File: src/rtl/uart_rx_fifo.sv
// uart_rx_fifo: receive-side byte buffer placed after a UART receiver.
// Each byte arrives with the receiver's one-cycle done pulse and is stored in
// a circular buffer. Bytes leave through a first-word-fall-through
// valid/ready interface. A sticky flag records bytes dropped on overflow.
// Optional feature macro: UART_RX_FIFO_LEVEL_EN adds the level_o and
// half_full_o outputs.
module uart_rx_fifo #(
    parameter int DATA_W     = 8,
    parameter int DEPTH_LOG2 = 4
) (
    input  logic              clk,
    input  logic              rst,
    input  logic [DATA_W-1:0] wr_data_i,
    input  logic              wr_en_i,
    output logic [DATA_W-1:0] rd_data_o,
    output logic              rd_valid_o,
    input  logic              rd_ready_i,
    output logic              full_o,
    output logic              empty_o,
    output logic              ovf_o,
    input  logic              ovf_clr_i
`ifdef UART_RX_FIFO_LEVEL_EN
    ,
    output logic [DEPTH_LOG2:0] level_o,
    output logic                half_full_o
`endif
);

    localparam int DEPTH = 1 << DEPTH_LOG2;
    localparam int PTR_W = DEPTH_LOG2 + 1;

    logic [DATA_W-1:0]     mem [DEPTH];
    logic [PTR_W-1:0]      wr_ptr;
    logic [PTR_W-1:0]      rd_ptr;
    logic [DEPTH_LOG2-1:0] wr_addr;
    logic [DEPTH_LOG2-1:0] rd_addr;
    logic                  full;
    logic                  empty;
    logic                  push;
    logic                  pop;
    logic                  ovf_set;
    logic                  ovf;

    // Decode status from the registered pointers and qualify the push/pop strobes.
    always_comb begin
        wr_addr = wr_ptr[DEPTH_LOG2-1:0];
        rd_addr = rd_ptr[DEPTH_LOG2-1:0];
        // Equal addresses with different wrap bits mean the buffer has gone all the way round.
        full    = (wr_addr == rd_addr) && (wr_ptr[DEPTH_LOG2] != rd_ptr[DEPTH_LOG2]);
        empty   = (wr_ptr == rd_ptr);
        pop     = !empty && rd_ready_i;
        // A pop in the same cycle frees a slot, so a full buffer can still accept the byte.
        push    = wr_en_i && (!full || pop);
        ovf_set = wr_en_i && full && !pop;
    end

    // Advance the read and write pointers; binary roll-over provides the wrap.
    always_ff @(posedge clk or posedge rst) begin
        if (rst) begin
            // NOTE: sequential state uses non-blocking assignments so every register
            // samples its inputs as they were before the clock edge.
            wr_ptr <= '0;
            rd_ptr <= '0;
        end else begin
            if (push) wr_ptr <= wr_ptr + PTR_W'(1);
            if (pop)  rd_ptr <= rd_ptr + PTR_W'(1);
        end
    end

    // Store the incoming byte at the write address.
    // NOTE: the storage array has no reset. Contents behind an empty buffer are
    // never observed, and leaving out the reset allows the array to map onto RAM.
    always_ff @(posedge clk) begin
        if (push) mem[wr_addr] <= wr_data_i;
    end

    // Sticky overflow flag: a new overflow takes priority over a clear in the same cycle.
    always_ff @(posedge clk or posedge rst) begin
        if (rst)            ovf <= 1'b0;
        else if (ovf_set)   ovf <= 1'b1;
        else if (ovf_clr_i) ovf <= 1'b0;
    end

    assign rd_data_o  = mem[rd_addr];
    assign rd_valid_o = !empty;
    assign empty_o    = empty;
    assign full_o     = full;
    assign ovf_o      = ovf;

`ifdef UART_RX_FIFO_LEVEL_EN
    localparam logic [PTR_W-1:0] HALF = PTR_W'(DEPTH / 2);

    logic [PTR_W-1:0] count;

    // Occupancy counter, updated on the same edge as the pointers.
    always_ff @(posedge clk or posedge rst) begin
        if (rst) begin
            count <= '0;
        end else begin
            case ({push, pop})
                2'b10:   count <= count + PTR_W'(1);
                2'b01:   count <= count - PTR_W'(1);
                default: count <= count;
            endcase
        end
    end

    assign level_o     = count;
    assign half_full_o = (count >= HALF);
`endif

endmodule

File: config.mk
export PLATFORM = sky130hd
export DESIGN_NAME = uart_rx_fifo
export DESIGN_NICKNAME = d
export VERILOG_FILES = /design/src/rtl/uart_rx_fifo.sv
export SDC_FILE = /design/constraint.sdc
export NUM_CORES = 1
export LEC_CHECK = 0
export ABC_AREA = 1
export CORE_MARGIN = 10
export CORE_UTILIZATION = 38
export CTS_CLUSTER_DIAMETER = 60
export DETAILED_ROUTE_END_ITERATION = 8
export GPL_TIMING_DRIVEN = 0
export PLACE_DENSITY_LB_ADDON = 0.15
export SETUP_SLACK_MARGIN = 0.3
export SYNTH_ARGS = -nofsm -noshare
export SYNTH_HDL_FRONTEND = slang
export SYNTH_SLANG_ARGS = --single-unit
File: constraint.sdc
create_clock -name clk -period 4.84 [get_ports clk]
set_clock_uncertainty 0.15 [all_clocks]
set_input_delay 0.726 -clock clk [delete_from_list [all_inputs] [get_ports clk]]
set_output_delay 0.726 -clock clk [all_outputs]
set_load 0.005 [all_outputs]
==> summary.md <==
| Metric | Value |
|---|---|
| Status | `finished, final reports clean` |
| Placement Rows | `45` |
| Synth top area share | `65.4%` |
| Slew headroom | `32.9%` |
| First-pass GRT wire length | `23.1 mm` |
| CP max FO | `10` |
| Later-pin clock latency in the skew report | `slightly above 400 ps` |
| Most common cell in the synthesized netlist | `edfxtp_1` |
| Number of global-route vias before repair | `3,799` |
| P&R area growth vs syn | `17.7%` |
| Sw Share | `a little over a third` |
| Antenna Cells | `0` |
| Setup slack after layout | `1070 ps` |
| Worst Setup Start Kind | `flop` |
| Core ar. | `between 15,000 and 20,000 sq um` |
| Number of enable flip-flop cells after synthesis | `128` |
| Post-CTS sizing | `0` |
| Final core utilization | `between 40% and 50%` |
| Antenna Nets Post-Route | `0` |
| Die ar. | `between 20,000 and 25,000 sq um` |
| Synthesis-stage register bit count | `~140` |
| FMAX | `265 MHz` |
| Synth cell count leaders | `edfxtp_1 (128), nor2_1 (109), nand2_1 (87)` |
| IO Count | `25` |
| Final wirelength | `15.4 mm` |
| PortBufs | `24` |
| RD Place Congestion | `0.848` |
| Pwr Density | `624 nW/um^2` |
| Via/cell ratio | `5.13` |
| Remaining global-route overflow | `0` |
| DP Cell Count | `728` |
| Layout cells sized above 1 | `7.88%` |
| Int Pwr | `between 2 and 3 mW` |
| # H-tree levels | `4` |
| Synth Cell Area | `5880 sq um` |
| Hold Buf Count CTS | `0` |
| Critical Path RT | `3960 ps` |
| Ys async rst share | `under 10%` |
| Placed Area | `6350 sq um` |
| Gate count after technology mapping | `516` |
| Largest area contributor in the netlist | `edfxtp_1` |
| DRT Pass-1 Iters | `6` |
| Tightest Pin Transition | `approximately 1000 ps` |
| Clk pwr share | `29.3%` |
| DRC Markers | `0` |
| Most used DFF post-synth | `edfxtp_1` |
| Critical Setup Path Class | `reg -> out` |
| Starting DRT DRC Count | `401` |
| Root Buffer | `clkbuf_16` |
| P_leak | `2.45 nW` |
| Die Y | `144 um` |
| Sequential share of the synthesized area | `approximately 70%` |
| Dpl hpwl | `~10 mm` |
| Nets | `577` |
| DR WL/cell | `20.3 um` |
| Arr. time, crit path | `just under 3000 ps` |
| Initial core utilization | `38.7%` |
| Number of fill cells | `1,427` |
| Unrepaired setup endpoints after global routing | `false` |
| Die width | `144 um` |
| Endpoint class of the critical path | `output pin` |
| Total of max-cap violations | `0` |
| CTS Buf Count | `17` |
| CTS tree | `done` |
| Fin. max-slew vios | `0` |
| Post-route insts no fill | `759` |
| Count of cell types in the netlist | `23` |
| Clock slew at the register clock pins of the worst setup and hold paths | `~50 ps` |
| Peak supply drop | `0.000306 V` |
| # setup viols final | `0` |
| Sequential Power Share | `35.3%` |
| Largest net degree at the start of global routing | `17` |
| Final setup TNS | `0 ps` |
| Final worst-path cycle share | `78.0%` |
| Minimum clock period | `3770 ps` |
| Initial antenna violation count | `0` |
| Vias | `3,891` |
| All-layer global routing usage | `around 15%` |
| Post-Place Setup Slack | `about 1500 ps` |
| HP Class | `reg -> reg` |
| Ys Warns | `0` |
| Post-synthesis net count | `534` |
| Synth Area per Inst | `between 10 and 15 sq um` |
| Synth area leaders | `edfxtp_1 (65%), nor2_1 (7.0%), o21ai_0 (6.0%), nand2_1 (5.6%), dfrtp_1 (4.7%)` |
| Clock sinks | `between 100 and 150` |
| Psw | `1.54 mW` |
| Setup bufs post-CTS | `0` |
| Design Area, Final | `6920 sq um` |
| Hold Vio Cnt, Final | `0` |
| Logic pwr share | `35.4%` |
| Clock Path Buffers | `2` |
-- worst max-delay path, stage by stage, from the launching register on --
cell	delay, ps
dfrtp_1	470
inv_1	130
buf_2	260
clkbuf_1	360
o21ai_0	300
o211ai_1	170
nand3_1	150
nand2_1	140
clkdlybuf4s50_1	500
-- layout by cell type, fill, tap and decap left out --
cell type / count
inv_1: 21
clkdlybuf4s50_1: 24
clkbuf_1: 15
nor2_1: 109
bufinv_16: 3
clkinv_2: 1
o22ai_1: 8
ha_1: 5
buf_6: 1
inv_2: 2
o211ai_1: 16
buf_2: 12
nand3_2: 1
o21ai_0: 71
clkbuf_16: 17
nand2_2: 2
xor2_1: 3
o21ai_1: 3
nand3_1: 16
clkinv_1: 5
edfxtp_1: 128
dfrtp_1: 11
xnor2_1: 4
nand4_4: 1
clkinvlp_4: 2
nor2_4: 2
nand2_1: 87
buf_4: 1
-- routing by layer --
metal | up-vias | part of all wire, % | GRT usage [%]
met5 | - | 0 | 0
met4 | 0 | 1.7 | 5.11
met3 | 18 | 6.0 | 3.94
met2 | 109 | 45 | 22.3
met1 | 1887 | 48 | 21.7
li1 | 1877 | - | -
-- final timing paths --
check,to,cells past startpoint,slack [ps],startpoint
max,rd_data_o[2],8,1070,rd_ptr[0]
min,ovf_o,2,380,ovf_o
max reg2reg,mem[8][1],8,2190,rd_ptr[1]
min reg2reg,ovf_o,2,380,ovf_o
max in group asynchronous,rd_ptr[1],2,3780,rst
min in group asynchronous,wr_ptr[1],2,460,rst
-- logic make-up (layout without fill, tap and decap cells) --
family	count (synthesis)	in the layout	synth area share [%]
flops	139	139	70.1
xor+xnor	7	7	1.04
simple gates	218	218	15.0
compound gates	98	98	9.20
buf+inv	49	104	3.58
fa+ha+maj	5	5	1.06
-- per-stage QoR --
stage	hold slack (ps)	total power [mW]
3_5_place_dp	382	3.08
4_1_cts	392	4.34
5_1_grt	405	4.55
6_report	383	4.31
2_1_floorplan	343	2.43
3_3_place_gp	365	3.07
-- state kept, by name (all words and copies together) (netlist names) --
name    cells
mem       128
rd_ptr      5
wr_ptr      5
ovf_o       1
-- cell type report --
type,instances,area [sq um],share of cell area (%)
Sequential cell,139,4120,59.6
Multi-Input combinational cell,328,1550,22.4
Clock buffer,21,440,6.37
Timing Repair Buffer,24,240,3.47
Tap cell,188,235,3.40
Clock inverter,10,125,1.81
Buffer,25,120,1.74
Inverter,24,90.1,1.30
-- power groups by stage --
stage	combinational, mW	clock [mW]	sequential, mW
after floorplan	0.911	0	1.52
after global placement	1.52	0	1.54
after detailed placement	1.53	0	1.55
after CTS	1.54	1.28	1.52
after global routing	1.68	1.33	1.54
final	1.53	1.26	1.52
Power figures use the tool's default switching activity.
